--- src/rtl/ddr_dly_pkg.sv ---
// Shared types for the DDR lane delay-line sequencer.
// Request modes, completion status codes and FSM states.
package ddr_dly_pkg;

    typedef enum logic [1:0] {
        DLY_LOAD = 2'b00,
        DLY_ABS  = 2'b01,
        DLY_INC  = 2'b10,
        DLY_DEC  = 2'b11
    } dly_mode_e;

    typedef enum logic [1:0] {
        ST_OK  = 2'b00,
        ST_OOR = 2'b01,
        ST_REJ = 2'b10
    } dly_status_e;

    typedef enum logic [2:0] {
        S_IDLE,
        S_CHECK,
        S_SETUP,
        S_MOVE,
        S_GAP,
        S_FIN
    } dly_state_e;

    function automatic int min1_clog2(input int n);
        return (n > 1) ? $clog2(n) : 1;
    endfunction

endpackage

--- src/rtl/ddr_lane_tap_bank.sv ---
// Per-lane shadow tap registers mirroring the IOD delay-line position.
// One indexed read port, one indexed load/inc/dec write port.
module ddr_lane_tap_bank
    import ddr_dly_pkg::*;
#(
    parameter int NUM_LANES = 4,
    parameter int TAP_W     = 8,
    parameter int INIT_TAP  = 1,
    localparam int LW       = min1_clog2(NUM_LANES)
) (
    input  logic                       clk,
    input  logic                       rst,
    input  logic [LW-1:0]              rd_lane,
    output logic [TAP_W-1:0]           rd_tap,
    input  logic [LW-1:0]              wr_lane,
    input  logic                       wr_load,
    input  logic                       wr_inc,
    input  logic                       wr_dec,
    output logic [NUM_LANES*TAP_W-1:0] tap_cur
);

    logic [NUM_LANES-1:0][TAP_W-1:0] tap_q;
    logic                            rd_ok;
    logic                            wr_ok;

    assign rd_ok   = int'(rd_lane) < NUM_LANES;
    assign wr_ok   = int'(wr_lane) < NUM_LANES;
    assign rd_tap  = rd_ok ? tap_q[rd_lane] : '0;
    assign tap_cur = tap_q;

    always_ff @(posedge clk or posedge rst) begin
        if (rst) begin
            for (int i = 0; i < NUM_LANES; i++) begin
                tap_q[i] <= TAP_W'(INIT_TAP);
            end
        end else if (wr_ok) begin
            unique case (1'b1)
                wr_load: tap_q[wr_lane] <= TAP_W'(INIT_TAP);
                wr_inc:  tap_q[wr_lane] <= tap_q[wr_lane] + TAP_W'(1);
                wr_dec:  tap_q[wr_lane] <= tap_q[wr_lane] - TAP_W'(1);
                default: ;
            endcase
        end
    end

endmodule

--- src/rtl/ddr_lane_dly_seq.sv ---
// IOD delay-line sequencer for DDR4 PHY lanes on the fabric clock.
// Turns load/abs/inc/dec requests into LOAD/MOVE pulses with shadow taps.
module ddr_lane_dly_seq
    import ddr_dly_pkg::*;
#(
    parameter int NUM_LANES = 4,
    parameter int TAP_W     = 8,
    parameter int MAX_TAP   = 255,
    parameter int INIT_TAP  = 1,
    parameter int MOVE_GAP  = 2,
    localparam int LW       = min1_clog2(NUM_LANES)
) (
    input  logic                       FAB_CLK,
    input  logic                       ARST,
    input  logic                       REQ_VALID,
    output logic                       REQ_READY,
    input  logic [LW-1:0]              REQ_LANE,
    input  logic [1:0]                 REQ_MODE,
    input  logic [TAP_W-1:0]           REQ_VALUE,
    output logic                       DONE,
    output logic [LW-1:0]              DONE_LANE,
    output logic [1:0]                 DONE_STATUS,
    output logic                       BUSY,
    output logic [NUM_LANES-1:0]       DELAY_LINE_LOAD,
    output logic [NUM_LANES-1:0]       DELAY_LINE_MOVE,
    output logic [NUM_LANES-1:0]       DELAY_LINE_DIRECTION,
    input  logic [NUM_LANES-1:0]       DELAY_LINE_OUT_OF_RANGE,
    output logic [NUM_LANES*TAP_W-1:0] TAP_CUR
);

    localparam int GW = min1_clog2(MOVE_GAP);
    localparam int XW = TAP_W + 1;
    localparam logic [GW-1:0] GAP_LAST = GW'(MOVE_GAP - 1);
    localparam logic [XW-1:0] MAX_X    = XW'(MAX_TAP);

    dly_state_e           state_q, state_d;
    dly_mode_e            mode_q, mode_d;
    dly_status_e          status_q, status_d;
    logic [LW-1:0]        lane_q, lane_d;
    logic [TAP_W-1:0]     val_q, val_d;
    logic [TAP_W-1:0]     steps_q, steps_d;
    logic [GW-1:0]        gap_q, gap_d;
    logic [NUM_LANES-1:0] dir_q, dir_d;
    logic [NUM_LANES-1:0] lane_oh;

    logic [TAP_W-1:0]     cur;
    logic [TAP_W-1:0]     steps_n;
    logic [XW-1:0]        cur_x, val_x, sum_x;
    logic                 lane_bad, reject, up, dir_n;
    logic                 tap_load, tap_inc, tap_dec;

    ddr_lane_tap_bank #(
        .NUM_LANES (NUM_LANES),
        .TAP_W     (TAP_W),
        .INIT_TAP  (INIT_TAP)
    ) u_bank (
        .clk     (FAB_CLK),
        .rst     (ARST),
        .rd_lane (lane_q),
        .rd_tap  (cur),
        .wr_lane (lane_q),
        .wr_load (tap_load),
        .wr_inc  (tap_inc),
        .wr_dec  (tap_dec),
        .tap_cur (TAP_CUR)
    );

    // Range checks run one bit wider than the tap so cur+VALUE cannot wrap.
    always_comb begin
        cur_x    = {1'b0, cur};
        val_x    = {1'b0, val_q};
        sum_x    = cur_x + val_x;
        lane_bad = int'(lane_q) >= NUM_LANES;
        up       = val_q > cur;
        reject   = lane_bad
                || (mode_q == DLY_ABS && val_x > MAX_X)
                || (mode_q == DLY_INC && sum_x > MAX_X)
                || (mode_q == DLY_DEC && val_x > cur_x);
        steps_n  = val_q;
        dir_n    = 1'b0;
        unique case (1'b1)
            mode_q == DLY_ABS: begin
                steps_n = up ? (val_q - cur) : (cur - val_q);
                dir_n   = up;
            end
            mode_q == DLY_INC: dir_n = 1'b1;
            default: ;
        endcase
    end

    always_ff @(posedge FAB_CLK or posedge ARST) begin
        if (ARST) begin
            state_q <= S_IDLE;
        end else begin
            state_q <= state_d;
        end
    end

    always_comb begin
        state_d  = state_q;
        mode_d   = mode_q;
        status_d = status_q;
        lane_d   = lane_q;
        val_d    = val_q;
        steps_d  = steps_q;
        gap_d    = gap_q;
        dir_d    = dir_q;
        tap_load = 1'b0;
        tap_inc  = 1'b0;
        tap_dec  = 1'b0;
        unique case (state_q)
            S_IDLE: begin
                if (REQ_VALID && !ARST) begin
                    lane_d   = REQ_LANE;
                    mode_d   = dly_mode_e'(REQ_MODE);
                    val_d    = REQ_VALUE;
                    status_d = ST_OK;
                    state_d  = S_CHECK;
                end
            end
            S_CHECK: begin
                if (reject) begin
                    status_d = ST_REJ;
                    state_d  = S_FIN;
                end else begin
                    steps_d = steps_n;
                    if (mode_q != DLY_LOAD) begin
                        dir_d[lane_q] = dir_n;
                    end
                    state_d = S_SETUP;
                end
            end
            S_SETUP: begin
                tap_load = mode_q == DLY_LOAD;
                gap_d    = '0;
                state_d  = (tap_load || steps_q == '0) ? S_FIN : S_MOVE;
            end
            S_MOVE: begin
                gap_d   = '0;
                state_d = S_GAP;
            end
            S_GAP: begin
                if (gap_q != GAP_LAST) begin
                    gap_d = gap_q + GW'(1);
                end else if (DELAY_LINE_OUT_OF_RANGE[lane_q]) begin
                    status_d = ST_OOR;
                    state_d  = S_FIN;
                end else begin
                    // Commit the step only once the IOD has settled in range.
                    tap_inc = dir_q[lane_q];
                    tap_dec = !dir_q[lane_q];
                    steps_d = steps_q - TAP_W'(1);
                    state_d = (steps_q == TAP_W'(1)) ? S_FIN : S_MOVE;
                end
            end
            S_FIN:   state_d = S_IDLE;
            default: state_d = S_IDLE;
        endcase
    end

    always_ff @(posedge FAB_CLK or posedge ARST) begin
        if (ARST) begin
            mode_q   <= DLY_LOAD;
            status_q <= ST_OK;
            lane_q   <= '0;
            val_q    <= '0;
            steps_q  <= '0;
            gap_q    <= '0;
            dir_q    <= '0;
        end else begin
            mode_q   <= mode_d;
            status_q <= status_d;
            lane_q   <= lane_d;
            val_q    <= val_d;
            steps_q  <= steps_d;
            gap_q    <= gap_d;
            dir_q    <= dir_d;
        end
    end

    assign lane_oh              = NUM_LANES'(1) << lane_q;
    assign REQ_READY            = (state_q == S_IDLE) && !ARST;
    assign BUSY                 = state_q != S_IDLE;
    assign DONE                 = state_q == S_FIN;
    assign DONE_LANE            = DONE ? lane_q : '0;
    assign DONE_STATUS          = DONE ? status_q : ST_OK;
    assign DELAY_LINE_DIRECTION = dir_q;

    assign DELAY_LINE_LOAD = (state_q == S_SETUP && mode_q == DLY_LOAD)
                           ? lane_oh : '0;
    assign DELAY_LINE_MOVE = (state_q == S_MOVE) ? lane_oh : '0;

endmodule

--- config.mk ---
export PLATFORM = sky130hd
export DESIGN_NAME = ddr_lane_dly_seq
export DESIGN_NICKNAME = d
export VERILOG_FILES = /design/src/rtl/ddr_dly_pkg.sv /design/src/rtl/ddr_lane_tap_bank.sv /design/src/rtl/ddr_lane_dly_seq.sv
export SDC_FILE = /design/constraint.sdc
export NUM_CORES = 1
export LEC_CHECK = 0
export CAP_MARGIN = 20
export CORE_MARGIN = 2
export CORE_UTILIZATION = 45
export CTS_BUF_LIST = sky130_fd_sc_hd__clkbuf_4 sky130_fd_sc_hd__clkbuf_8 sky130_fd_sc_hd__clkbuf_16
export CTS_CLUSTER_SIZE = 12
export DETAILED_ROUTE_END_ITERATION = 12
export PLACE_DENSITY = 0.69
export REMOVE_ABC_BUFFERS = 1
export SLEW_MARGIN = 5
export SYNTH_ARGS = -nofsm -noshare
export SYNTH_HDL_FRONTEND = slang
export SYNTH_SLANG_ARGS = --single-unit
export TNS_END_PERCENT = 30
--- constraint.sdc ---
create_clock -name FAB_CLK -period 5.1 [get_ports FAB_CLK]
set_input_delay 1.02 -clock FAB_CLK [delete_from_list [all_inputs] [get_ports FAB_CLK]]
set_output_delay 1.02 -clock FAB_CLK [all_outputs]
set_load 0.03 [all_outputs]
==> metrics.cfg, run 1 <==
[status]
status=complete, no violations

[logic_synthesis]
synth-edff-count=0
ys_types=56
yosysWarnings=0
syn_area_per_cell_um2=9.58
synth-async-reset-ratio=1.00
synth-main-ff-cell=dfrtp_1
yosysSeqAreaShare=0.368
synthTopCellsByArea=dfrtp_1 (34%), ha_1 (8.9%), mux2_2 (8.2%)
synth_top_area_frac=0.343
syn-cell-area_um2=4230
syn_inst=442
synth_top_cell_by_area=dfrtp_1
synth-seq-cells=62

[layout]
multi_input_area_um2=2460
final_core_util=0.562
fin_area_um2=5160
n_fill_cell=836
nets=555
area.growth.synth_to_final_pct=22.0
fin_cells=619
diodes=0
seq_area_um2=1560
final_layout_size_suffix_gt1_frac=0.138

[floorplanning]
core-area_um2=9200
die_area_um2=10200
die_w_um=101
start_util=0.460
io-pin-count=70
rows=35
die_h_um=101

[route]
wl_per_cell_um=18.1
dr_wl_met2_mm=5.25
drt_iter0_drc=233
drt_pass1_iterations=5
vias=3613
routedLengthMet1_mm=5.01
drc=0
drt-total-wl_mm=11.2
top_layer=met4
antenna_left=0
met3_length_um=708
viasPerCell=5.84

[setup_path]
critPathBufInv=1
cpMaxStageDelayCell=dfrtp_1
crit_arrival_ps=4450
cp_cell_sequence=mux4_2 -> ha_1 -> nand4_1 -> o22ai_1 -> a21o_1 -> o221ai_1 -> buf_4 -> nor3_1 -> mux2_2
worstRegToRegCells=9
reg2reg_slack_ps=880
crit_family=compound AO/OA/AOI/OAI gates
crit_type=flip-flop to flip-flop
end_kind=flip-flop
cp.required_ps=5330
start_kind=flip-flop
worstPathMaxFanout=17
worst-path-stages=9
slowest_delay_ps=880

[run]
cap_violations=0

[timing]
post-route-period-util=0.827
layout_min_cycle_time_ps=4220
fin_tns_setup_ps=0
drv_slew=0
fin_skew_ps=10.0
finalSetupViolCount=0
fin_ws_ps=884
relSlewSlack=0.457
clock.fmax_mhz=237
hold_viol=0
whs_ps=502
grt_setup_unrepaired=false
tightestPinTransition_ps=815

[clock_tree]
cts-root-buf=clkbuf_8
cts_tree=done
cts_sinks=62
cts_resized=0
clk_pin_slew_ps=80
postCtsHoldBufs=0
htreeDepth=3
cts_buffer_depth=2
clock_latency_ps=350
post_cts_buffers=0
cts_made_buffers=9

[placement]
io_buffers=69
dpl_cell_area_um2=4990
dp_hpwl_mm=8.23
dp_slack_ps=961
place_congestion=0.826
place_inst=603

[grt]
grt_overflow=0
grt_max_degree=63
grt_pass1_vias=3652
grt_pass1_wl_mm=18.5
antenna_found_initial=0
grt_usage=0.234

[min_path]
hold_path_class=flip-flop to flip-flop
holdPathStages=2

[power_and_ir_drop]
p_per_area_nw_per_um2=628
ir_worst_vdd_uv=293
leakage_nw=2.25
fin_total_pwr_mw=3.24

-- final timing paths --
check / from / end
worst max-delay path: lane_q[0] / DELAY_LINE_DIRECTION[3]
worst min-delay path: u_bank.tap_cur[16] / u_bank.tap_cur[16]
worst max register to register: lane_q[0] / DELAY_LINE_DIRECTION[3]
worst min register to register: u_bank.tap_cur[16] / u_bank.tap_cur[16]
max in group asynchronous: ARST / val_q[0]
min in group asynchronous: ARST / state_q[0]
-- layout make-up --
cell class / count / area share
flip-flops and latches: 62 / 0.301
clock inverters: 7 / 0.00969
well taps: 111 / 0.0269
repair buffers: 71 / 0.137
clock buffers: 9 / 0.0240
multi-input cells: 325 / 0.477
inverters: 34 / 0.0247
-- cell usage in the layout (no fill, tap or decap), types with 4 or more instances in the layout --
cell | netlist | final
xnor2_1 | 6 | 6
nand2b_1 | 8 | 8
dfrtp_1 | 58 | 58
nor3_1 | 10 | 10
nor2_1 | 33 | 33
clkdlybuf4s50_1 | 0 | 69
nor2b_1 | 7 | 7
and3_1 | 7 | 7
nand4_1 | 4 | 4
a31oi_1 | 4 | 4
o21a_1 | 5 | 5
a21oi_1 | 20 | 20
mux2i_1 | 6 | 6
nand2_1 | 42 | 42
clkbuf_8 | 0 | 9
mux2_2 | 31 | 31
inv_1 | 34 | 33
a21o_1 | 5 | 5
ha_1 | 30 | 30
and2_1 | 4 | 4
o21ai_0 | 29 | 29
mux4_2 | 10 | 10
or3_1 | 5 | 5
dfstp_2 | 4 | 4
a211oi_1 | 4 | 4
o31ai_1 | 9 | 9
-- tightest hold or removal path, delay by kind of cell, from the launching register on --
kind               cells  cell delay, ps
AOI/OAI and AO/OA      1              70
DFF                    1             380
and+or+nand+nor        1              40
-- logic make-up (layout without fill, tap and decap cells) --
group                      Yosys count  in the layout  synth area share
buffers and inverters               55            121            0.0505
xor gates and xnor gates            10             10            0.0225
adders and majority gates           33             33             0.103
and+or+nand+nor                    135            135             0.156
muxes                               47             47             0.150
DFF                                 62             62             0.368
AOI/OAI and AO/OA                  100            100             0.150
-- synth_stat cells (all sizes together), types with 4 or more instances --
library cell,count
dfstp,4
nand4,4
nor2,33
inv,34
nand2,42
mux2,31
a211oi,4
xnor2,7
mux2i,6
a21oi,20
nor3,11
o21a,5
and3,7
o21ai,31
ha,30
mux4,10
o31ai,9
clkbuf,19
nand2b,8
nor2b,7
or3,5
a21o,5
dfrtp,58
and2,4
a31oi,4
-- sequential cells by signal, summed over array words and instances, names as in the netlist --
signal                count
DELAY_LINE_DIRECTION      4
gap_q                     1
lane_q                    2
mode_q                    2
state_q                   3
status_q                  2
steps_q                   8
u_bank.tap_cur           32
val_q                     8
-- per-layer routing --
metal,global-route usage,vias up
met5,0,-
met4,0.0769,0
met3,0.0465,27
met2,0.377,138
met1,0.319,1761
li1,-,1687
-- where the power goes --
part | switching (mW) | leakage (nW) | internal, mW
Clock | 0.216 | 0.0869 | 0.177
Sequential | 0.239 | 0.801 | 0.659
Combinational | 1.10 | 1.36 | 0.851
No activity file was read; power rests on OpenSTA's default activity.
==> run 2, diff against run 1 <==
- PLACE_DENSITY: 0.69 -> 0.72
- clock period: 5.1 -> 3.5 ns (I/O delays scaled with it)
==> metrics.cfg, run 2 (synthesis gave the netlist of run 1 again) <==
[status]
status=complete, no violations

[layout]
fin_cells=637
final_common_cell=clkdlybuf4s50_1
n_fill_cell=824
area.growth.synth_to_final_pct=26.4
largest_reg_flops=32
layout_common_cells=clkdlybuf4s50_1 (69), dfrtp_1 (57), nand2_1 (42)
nets=573
final_layout_size_suffix_gt1_frac=0.171
diodes=0

[clock_tree]
cts_made_buffers=9
htreeDepth=3
cts-root-buf=clkbuf_8
postCtsHoldBufs=0
clock_latency_ps=360
cts_buffer_depth=2
clk_pin_slew_ps=70
cts_sinks=62
cts_tree=done

[floorplanning]
core-area_um2=9200
io-pin-count=70
die_w_um=101
start_util=0.460
rows=35
die_area_um2=10200
die_h_um=101

[grt]
grt_max_degree=63
grt_pass1_wl_mm=18.8
antenna_found_initial=0
grt_pass1_vias=3794
grt_overflow=0
grt_usage=0.235

[timing]
drv_slew=0
post-route-period-util=0.939
tightestPinTransition_ps=653
hold_viol=0
layout_min_cycle_time_ps=3290
finalSetupViolCount=0
relSlewSlack=0.565
fin_tns_setup_ps=0
fin_skew_ps=17.1
clock.fmax_mhz=304
grt_setup_unrepaired=false

[route]
met3_length_um=579
vias=3622
drt_pass1_iterations=4
wl_per_cell_um=17.7
routedLengthMet1_mm=5.01
drt-total-wl_mm=11.3
drc=0
drt_iter0_drc=205
top_layer=met4
viasPerCell=5.69
antenna_left=0
dr_wl_met2_mm=5.55

[setup_path]
critPathLaunch=lane_q[0]
rr_startpoint=lane_q[0]
worstPathMaxFanout=11
cp.required_ps=3720
crit_type=flip-flop to flip-flop
end_kind=flip-flop
reg2reg_slack_ps=210
crit_arrival_ps=3510
r2r-end=steps_q[7]
start_kind=flip-flop
worstRegToRegCells=13

[min_path]
min_from=status_q[0]
holdPathStages=1
hold_path_class=flip-flop to flip-flop
holdPathEnd=status_q[0]

[placement]
io_buffers=69
place_congestion=0.928
dp_hpwl_mm=8.57
place_inst=619

[power_and_ir_drop]
p_per_area_nw_per_um2=934
ir_worst_vdd_uv=428
leakage_nw=2.36

[run]
cap_violations=0

[run 2: worst max-delay path by stage]
stage / to / slack, ps
2_1_floorplan: steps_q[6] / -330
6_report: steps_q[7] / 210
3_5_place_dp: steps_q[6] / 50
4_1_cts: steps_q[6] / 50
3_3_place_gp: DELAY_LINE_DIRECTION[3] / 110
5_1_grt: steps_q[6] / 3
[run 2: where the power goes]
part           leakage, nW  switching (mW)  internal [mW]
Sequential           0.800           0.309          0.963
Clock                0.103           0.293          0.357
Combinational         1.46            1.70           1.37
[run 2: area by class of cell]
class                           instances  area (um2)  area share
Tap cell                              111         139      0.0260
Timing Repair Buffer                   89         853       0.159
Inverter                               34         128      0.0238
Clock inverter                          5        60.1      0.0112
Clock buffer                           11         145      0.0271
Sequential cell                        62        1560       0.291
Multi-Input combinational cell        325        2470       0.461
[run 2: routing by layer]
layer / global-route usage / up-vias
li1: - / 1721
met1: 0.308 / 1793
met2: 0.396 / 95
met3: 0.0534 / 13
met4: 0.0603 / 0
met5: 0 / -
[run 2: metrics by stage]
stage	power (mW)	worst slack (ps)	hold slack [ps]	instance area [um2]	utilization
4_1_cts	4.96	51.7	500	5330	0.579
5_1_grt	5.40	3.21	517	5350	0.582
6_report	5.00	212	502	5350	0.582
2_1_floorplan	3.30	-331	467	4150	-
3_5_place_dp	4.29	54.8	487	5120	0.557
3_3_place_gp	4.22	109	486	5120	0.557
[run 2: critical path: stages (launching register included)]
cell	delay, ps
dfrtp_2	470
buf_4	160
mux4_2	520
inv_1	130
ha_1	260
buf_4	160
o21a_1	100
o22ai_1	190
a21o_1	160
buf_4	200
mux2_2	350
a31oi_1	180
xor2_1	190
o21ai_0	100
[run 2: what timing repair did]
| item | 4_1_cts | 5_1_grt |
|---|---|---|
| endpoints found under the setup margin | 0 | 14 |
| buffers inserted | 0 | 2 |
| endpoints found under the hold margin | 0 | 0 |
| resized for setup | 0 | 3 |
